==> src/rtl/padding_ctrl.sv <==
// -----------------------------------------------------------------------------
// padding_ctrl
//
// Sequencer for the byte-wise SHA-256 padding datapath. It performs three jobs:
//   1. Accepts a message byte stream (s_valid/s_ready) and writes each byte
//      into the padding unit.
//   2. Commands the 0x80 pad-byte write and the two length-byte writes.
//   3. Streams the padded 512-bit block(s) to the hash core as 32-bit words
//      (w_valid/w_ready).
//
// Parameters
//   MAX_MSG_BYTES : largest accepted message (1..55 -> 1 block, 56..119 -> 2)
//   CNT_W         : width of the message byte counter
//
// Ports
//   clk, rst        : clock (rising edge), synchronous active-high reset
//   s_valid/s_data/s_last/s_ready : message byte stream
//   pad_rst         : clears the padding unit
//   pad_en          : padding byte-write strobe
//   pad_data_valid  : 1 = write pad_data, 0 = write the 0x80 pad byte
//   pad_data        : message byte passed through to the padding unit
//   pad_len_sel     : length-field write
//   pad_select      : length byte select (0 = high, 1 = low)
//   pad_addr_rd     : padded-word read index (0 outside the output phase)
//   pad_blocks_num  : from padding unit, 0 = one block, otherwise two
//   pad_word        : padded word at pad_addr_rd
//   w_valid/w_data/w_first/w_last/w_ready : word stream to the hash core
//   busy            : controller is not idle
//   err             : one-cycle overflow pulse (only with the macro below)
//
// Build option
//   PADCTRL_OVF_CHECK_EN : when defined, a byte arriving while the counter is
//   already at MAX_MSG_BYTES raises err (registered, one cycle) and the rest
//   of the message is drained without producing any words. When undefined,
//   err is tied low and surplus bytes are silently dropped (the message is
//   padded as if truncated to MAX_MSG_BYTES).
// -----------------------------------------------------------------------------
module padding_ctrl #(
   parameter int MAX_MSG_BYTES = 119,
   parameter int CNT_W         = 7
) (
   input  logic        clk,
   input  logic        rst,
   input  logic        s_valid,
   input  logic [7:0]  s_data,
   input  logic        s_last,
   output logic        s_ready,
   output logic        pad_rst,
   output logic        pad_en,
   output logic        pad_data_valid,
   output logic [7:0]  pad_data,
   output logic        pad_len_sel,
   output logic        pad_select,
   output logic [4:0]  pad_addr_rd,
   input  logic [1:0]  pad_blocks_num,
   input  logic [31:0] pad_word,
   output logic        w_valid,
   output logic [31:0] w_data,
   output logic        w_first,
   output logic        w_last,
   input  logic        w_ready,
   output logic        busy,
   output logic        err
);

   typedef enum logic [2:0] {
      ST_IDLE  = 3'd0,
      ST_CLR   = 3'd1,
      ST_LOAD  = 3'd2,
      ST_PAD   = 3'd3,
      ST_LENH  = 3'd4,
      ST_LENL  = 3'd5,
      ST_OUT   = 3'd6
`ifdef PADCTRL_OVF_CHECK_EN
      ,
      ST_DRAIN = 3'd7
`endif
   } state_t;

   localparam logic [CNT_W-1:0] CNT_MAX = CNT_W'(MAX_MSG_BYTES);

   state_t           state_r;
   state_t           state_nxt_s;
   logic [CNT_W-1:0] byte_cnt_r;
   logic [4:0]       widx_r;

   logic             s_acc_s;
   logic             w_acc_s;
   logic             cnt_full_s;
   logic [4:0]       last_widx_s;
   logic             w_last_s;

   assign s_acc_s     = s_valid & s_ready;
   assign w_acc_s     = w_valid & w_ready;
   assign cnt_full_s  = (byte_cnt_r == CNT_MAX);
   // Any non-zero block count from the padding unit is treated as two blocks.
   assign last_widx_s = (pad_blocks_num == 2'd0) ? 5'd15 : 5'd31;
   assign w_last_s    = (widx_r == last_widx_s);

   // State register.
   always_ff @(posedge clk) begin
      if (rst) begin
         state_r <= ST_IDLE;
      end else begin
         state_r <= state_nxt_s;
      end
   end

   // Next-state logic.
   always_comb begin
      state_nxt_s = state_r;
      case (state_r)
         ST_IDLE: begin
            // The waiting byte is left unconsumed; CLR runs first.
            if (s_valid) begin
               state_nxt_s = ST_CLR;
            end else begin
               state_nxt_s = ST_IDLE;
            end
         end
         ST_CLR: begin
            state_nxt_s = ST_LOAD;
         end
         ST_LOAD: begin
            if (s_acc_s) begin
`ifdef PADCTRL_OVF_CHECK_EN
               if (cnt_full_s) begin
                  // Overflowing byte: abandon the message. If it is also the
                  // final byte there is nothing left to drain.
                  if (s_last) begin
                     state_nxt_s = ST_IDLE;
                  end else begin
                     state_nxt_s = ST_DRAIN;
                  end
               end else if (s_last) begin
                  state_nxt_s = ST_PAD;
               end else begin
                  state_nxt_s = ST_LOAD;
               end
`else
               if (s_last) begin
                  state_nxt_s = ST_PAD;
               end else begin
                  state_nxt_s = ST_LOAD;
               end
`endif
            end else begin
               state_nxt_s = ST_LOAD;
            end
         end
         ST_PAD: begin
            state_nxt_s = ST_LENH;
         end
         ST_LENH: begin
            state_nxt_s = ST_LENL;
         end
         ST_LENL: begin
            state_nxt_s = ST_OUT;
         end
         ST_OUT: begin
            if (w_acc_s && w_last_s) begin
               state_nxt_s = ST_IDLE;
            end else begin
               state_nxt_s = ST_OUT;
            end
         end
`ifdef PADCTRL_OVF_CHECK_EN
         ST_DRAIN: begin
            if (s_acc_s && s_last) begin
               state_nxt_s = ST_IDLE;
            end else begin
               state_nxt_s = ST_DRAIN;
            end
         end
`endif
         default: begin
            state_nxt_s = ST_IDLE;
         end
      endcase
   end

   // Output decode from the current state (and the live byte handshake in LOAD).
   always_comb begin
      s_ready        = 1'b0;
      pad_rst        = 1'b0;
      pad_en         = 1'b0;
      pad_data_valid = 1'b0;
      pad_data       = 8'h00;
      pad_len_sel    = 1'b0;
      pad_select     = 1'b0;
      pad_addr_rd    = 5'd0;
      w_valid        = 1'b0;
      w_data         = 32'h0000_0000;
      w_first        = 1'b0;
      w_last         = 1'b0;
      busy           = (state_r != ST_IDLE);
      case (state_r)
         ST_IDLE: begin
            busy = 1'b0;
         end
         ST_CLR: begin
            pad_rst = 1'b1;
         end
         ST_LOAD: begin
            s_ready  = 1'b1;
            pad_data = s_data;
            if (s_valid) begin
               pad_data_valid = 1'b1;
               // A byte beyond capacity is accepted but never written.
               pad_en         = ~cnt_full_s;
            end else begin
               pad_data_valid = 1'b0;
               pad_en         = 1'b0;
            end
         end
         ST_PAD: begin
            pad_en         = 1'b1;
            pad_data_valid = 1'b0;
         end
         ST_LENH: begin
            pad_len_sel = 1'b1;
            pad_select  = 1'b0;
         end
         ST_LENL: begin
            pad_len_sel = 1'b1;
            pad_select  = 1'b1;
         end
         ST_OUT: begin
            // widx only moves on a handshake, so address and data hold
            // steady for as long as the hash core stalls.
            w_valid     = 1'b1;
            pad_addr_rd = widx_r;
            w_data      = pad_word;
            w_first     = (widx_r[3:0] == 4'd0);
            w_last      = w_last_s;
         end
`ifdef PADCTRL_OVF_CHECK_EN
         ST_DRAIN: begin
            s_ready = 1'b1;
         end
`endif
         default: begin
            busy = 1'b1;
         end
      endcase
   end

   // Message byte counter: cleared per message, saturates at capacity.
   always_ff @(posedge clk) begin
      if (rst) begin
         byte_cnt_r <= {CNT_W{1'b0}};
      end else if (state_r == ST_CLR) begin
         byte_cnt_r <= {CNT_W{1'b0}};
      end else if ((state_r == ST_LOAD) && s_acc_s && !cnt_full_s) begin
         byte_cnt_r <= byte_cnt_r + CNT_W'(1);
      end else begin
         byte_cnt_r <= byte_cnt_r;
      end
   end

   // Output word index: advances on each accepted word, zero outside OUT.
   always_ff @(posedge clk) begin
      if (rst) begin
         widx_r <= 5'd0;
      end else if (state_r != ST_OUT) begin
         widx_r <= 5'd0;
      end else if (w_acc_s) begin
         if (w_last_s) begin
            widx_r <= 5'd0;
         end else begin
            widx_r <= widx_r + 5'd1;
         end
      end else begin
         widx_r <= widx_r;
      end
   end

`ifdef PADCTRL_OVF_CHECK_EN
   logic err_r;

   // Overflow flag: pulses for the cycle following the overflowing accept.
   always_ff @(posedge clk) begin
      if (rst) begin
         err_r <= 1'b0;
      end else begin
         err_r <= (state_r == ST_LOAD) && s_acc_s && cnt_full_s;
      end
   end

   assign err = err_r;
`else
   assign err = 1'b0;
`endif

endmodule

==> config.mk <==
export PLATFORM = sky130hd
export DESIGN_NAME = padding_ctrl
export DESIGN_NICKNAME = d
export VERILOG_FILES = /design/src/rtl/padding_ctrl.sv
export SDC_FILE = /design/constraint.sdc
export NUM_CORES = 1
export LEC_CHECK = 0
export CORE_ASPECT_RATIO = 2
export CORE_MARGIN = 1.5
export CORE_UTILIZATION = 30
export DETAILED_ROUTE_END_ITERATION = 16
export PLACE_DENSITY = 0.73
export SLEW_MARGIN = 40
export SYNTH_ARGS = -nofsm -noshare
export SYNTH_HDL_FRONTEND = slang
export SYNTH_SLANG_ARGS = --single-unit
export TNS_END_PERCENT = 100
==> constraint.sdc <==
create_clock -name clk -period 1.44 [get_ports clk]
set_input_delay 0.288 -clock clk [delete_from_list [all_inputs] [get_ports clk]]
set_output_delay 0.288 -clock clk [all_outputs]
set_load 0.02 [all_outputs]
; Word-level counts from Yosys, hierarchy flattened
; Cells that the tools add are included.
[totals]
regBits = 15
latchBits = 0
mem_bits_rw = 0
mem_bits_ro = 0
elab_cells = 51
mem_count = 0
[op_classes]
addsub = 2
multipliers = 0
div_mod_pow = 0
order_cmp = 0
eq_ne = 9
shifts = 0
muxes = 22
bitwise = 3
n_reduce_logical = 12
[op_table]
columns = cell, count
row1 = $mux 32, 1
row2 = $pmux 3 s7, 1
row3 = $mux 5, 3
row4 = $mux 1, 12
row5 = $eq 3x3->1 const B, 3
row6 = $mux 8, 1
row7 = $add 7x1->7 const B, 1
row8 = $eq 7x7->1 const B, 1
row9 = $eq 3x2->1 const B, 2
row10 = $mux 3, 2
row11 = $reduce_or 2->1, 3
row12 = $reduce_or 6->1, 1
row13 = $add 5x1->5 const B, 1
row14 = $eq 5x5->1, 1
row15 = $logic_not 4->1, 1
row16 = $pmux 1 s2, 2
row17 = $eq 3x1->1 const B, 1
row18 = $logic_and 1x1->1, 3
row19 = $logic_not 3->1, 1
row20 = $ne 3x3->1 const B, 1
row21 = $reduce_bool 3->1, 1
row22 = $and 1x1->1, 2
row23 = $logic_not 2->1, 1
row24 = $logic_not 1->1, 1
row25 = $not 1->1, 1

; Logic depth before layout (Yosys ltp)
[logic_depth]
word_depth = 6
mapped_depth = 5
mapped_depth_nobuf = 4

; Worst setup path before layout
; Ideal clock, no wire load.
[synth_path]
path_type = flip-flop to output port
startpoint = register state_r[2]
endpoint = output port w_last
arrival_ps = 1376
setup_slack_ps = -224
stages_incl_launch_ff = 5
n_path_buf = 2
path_cell_list = dfxtp_1 buf_2 and3b_1 clkbuf_1 and2_1
[synth_via]
elab_chain_cells = 2
[synth_lines]
columns = element, line
row1 = from (decl), 82  ; state_t state_r;
row2 = from (signal assigned), 105  ; state_r <= state_nxt_s;
row3 = $eq 3x3->1, 197  ; case (state_r)
row4 = $mux 1, 197
row5 = to (decl), 60  ; output logic w_last,
; Every way passes these cells.

; Worst setup path in the final report
[layout_path]
startpoint = register state_r[0]
endpoint = output port pad_addr_rd[2]
[layout_via]
elab_chain_cells = 2
[layout_lines]
columns = element, line
row1 = $eq 3x3->1, 197
row2 = $mux 5, 197
row3 = to (decl), 54  ; output logic [4:0] pad_addr_rd,
; Every way passes these cells.

==> results_dict.tcl <==
set metrics [dict create \
    p_comb_share_pct 64.8 \
    crit_type "reg2out" \
    first_iter_violations 19 \
    cts_max_level 1 \
    post_route_cells_drive_above_1_share_pct 60.5 \
    leakage_nw 1.34 \
    wire_per_inst_um 14.7 \
    design_area_um2 2900 \
    busiest_layer "met2" \
    cts_hold_buf 0 \
    place_area_um2 2570 \
    hold_violations 0 \
    yosys-top-cells-count "and2_1, dfxtp_1, nand3_1" \
    synthesis.area_um2 1180 \
    crit_fanout 6 \
    yosysWarnings 0 \
    cts_root_buffer "clkbuf_8" \
    gp_congestion 0.791 \
    yosys.area.top_type "dfxtp_1" \
    critPathBufInv 2 \
    dieArea_um2 4330 \
    grt_max_degree 11 \
    cts_buffer_depth 2 \
    track_usage_pct 24.9 \
    cp_slowest_cell "dfxtp_2" \
    wl_um 5230 \
    met3_usage_pct 3.18 \
    cts_tree "yes" \
    fin_nets 355 \
    grt_pass1_wl_um 8040 \
    period_minus_slack_ns 1.71 \
    initial_core_util_pct 30.9 \
    ys.flop_type "dfxtp_1" \
    status "finished, violations left" \
    antenna_found_initial 0 \
    vias 1654 \
    ir_worst_vdd_uv 920 \
    p_seq_share_pct 20.7 \
    clock_latency_ns 0.25 \
    avgSynthCellArea_um2 7.64 \
    hpwl_um 3660 \
    rsz0062_at_grt "true" \
    setup.worst_path.start_class "register" \
    swShare_pct 35.6 \
    cts_sinks 15 \
    use_met1_pct 24.5 \
    cts_buffers 3 \
    critPathMaxStageDelay_ns 0.36 \
    ant_nets 0 \
    synth_edf_count 0 \
    grt_pass1_vias 1697 \
    netSwitchingPower_mw 0.869 \
    layout_worst_path_cycle_share_pct 119 \
    hold_slack_ns 0.461 \
    syn_inst 154 \
    fin_ws_ns -0.270 \
    fmax_ghz 0.585 \
    finalClockSkew_ns 0.00258 \
    num_io_pins 103 \
    tns_ns -11.55 \
    fp.dieW_um 47.3 \
    synth_top_area_share_pct 25.5 \
    dr.pass1.iters 4 \
    slew_viol_final 0 \
    crit_path_cell_trace "and3b_2 > buf_4 > and2_2 > buf_2" \
    end_kind "output pin" \
    p_total_mw 2.44 \
    synth_area_leaders "dfxtp_1, and2_1, nand3_1, ha_1, a21oi_1" \
    use_met2_pct 49.7 \
    antenna_cells 0 \
    yosysMostFrequentCell "and2_1" \
    hp-class "in2reg" \
    intPower_mw 1.57 \
    overflow 0 \
    core-area_um2 3800 \
    setup-violations-final 58 \
    p_clk_share_pct 14.5 \
    ys_seq_elements 15 \
    row_count 32 \
    die_h_um 91.6 \
    synthArstFlopShare_pct 0 \
    clk_transition_reported_paths_ns 0.06 \
    post-route-drc-count 0 \
    p_per_area_nw_per_um2 843 \
    portBuffers 101 \
    syn_nets 204 \
    synth_cell_type_count 43 \
    cp.arrival_ns 1.42 \
    synth_seq_area_share_pct 25.5 \
    max_cap_violations 0 \
    viasPerCell 4.66 \
    cp.required_ns 1.15 \
    violations "setup timing" \
    area_delta_synth_final_pct 146 \
    path_delay_family "simple AND/OR/NAND/NOR gates" \
]
## final cells by class
| class | instances | area, um2 |
|---|---|---|
| Sequential cell | 15 | 312 |
| Fill cell | 284 | 908 |
| Inverter | 7 | 26.3 |
| Clock buffer | 4 | 45.0 |
| Tap cell | 51 | 63.8 |
| Multi-Input combinational cell | 123 | 997 |
| Timing Repair Buffer | 155 | 1450 |
## power by group through the flow
| stage | registers (mW) | logic, mW | clock network (mW) |
|---|---|---|---|
| after global placement | 0.493 | 1.22 | 0 |
| final | 0.506 | 1.58 | 0.354 |
| after detailed placement | 0.493 | 1.24 | 0 |
| after CTS | 0.497 | 1.51 | 0.348 |
| after floorplan | 0.473 | 0.620 | 0 |
| after global routing | 0.516 | 1.67 | 0.364 |
## cell usage in the layout, fill, tap and decap left out, drive strengths merged, types with 5 or more instances in the layout
master,n
nor2,5
nand3,9
buf,108
nand2,7
and2,46
inv,6
a21oi,7
clkdlybuf4s50,43
dfxtp,15
or3,5
## cell families after synthesis
| family | count (synthesis) | share of synthesized area [%] |
|---|---|---|
| AND/OR/NAND/NOR | 90 | 47.8 |
| AO/OA/AOI/OAI | 23 | 12.9 |
| buffers and inverters | 17 | 6.28 |
| flip-flops | 15 | 25.5 |
| adder cells (fa/ha/maj) | 3 | 3.19 |
| multiplexers | 3 | 2.55 |
| XOR/XNOR | 2 | 1.49 |
| other | 1 | 0.319 |
## worst reg2reg max path: cells and delay by family, from the launching register on
family	cells	cell delay, ns
AND/OR/NAND/NOR	2	0.74
AO/OA/AOI/OAI	1	0.14
buffers and inverters	1	0.20
flip-flops	1	0.36
## final timing paths
| kind | endpoint | cells after the start | from | slack (ns) |
|---|---|---|---|---|
| worst max register to register | byte_cnt_r[5] | 4 | state_r[2] | -0.07 |
| worst min-delay path | state_r[0] | 3 | s_valid | 0.46 |
| worst max-delay path | pad_addr_rd[2] | 4 | state_r[0] | -0.27 |
| worst min register to register | state_r[0] | 2 | state_r[0] | 0.56 |
## what timing repair did
item / CTS / global route
buffers inserted: 7 / 1
pin swaps: 27 / 13
resized for setup: 359 / 20
setup endpoints to repair: 61 / 62
gates cloned: 5 / 0
## sequential cells by signal, summed over array words and instances (netlist names)
register    cells
widx_r          5
byte_cnt_r      7
state_r         3
## through the flow
stage / utilization, % / cells / setup WS [ns]
3_3_place_gp: 67.7 / 338 / -0.860
6_report: 76.1 / 355 / -0.270
5_1_grt: 76.1 / 355 / -0.327
3_5_place_dp: 67.7 / 338 / -0.881
2_1_floorplan: - / 154 / 0.00912
4_1_cts: 74.3 / 354 / -0.277
## routing by layer
metal | vias up | part of all wire, %
li1 | 828 | -
met1 | 776 | 33
met2 | 46 | 62
met3 | 4 | 3.8
met4 | 0 | 0.54
met5 | - | 0
(Power assumes the default switching activity.)
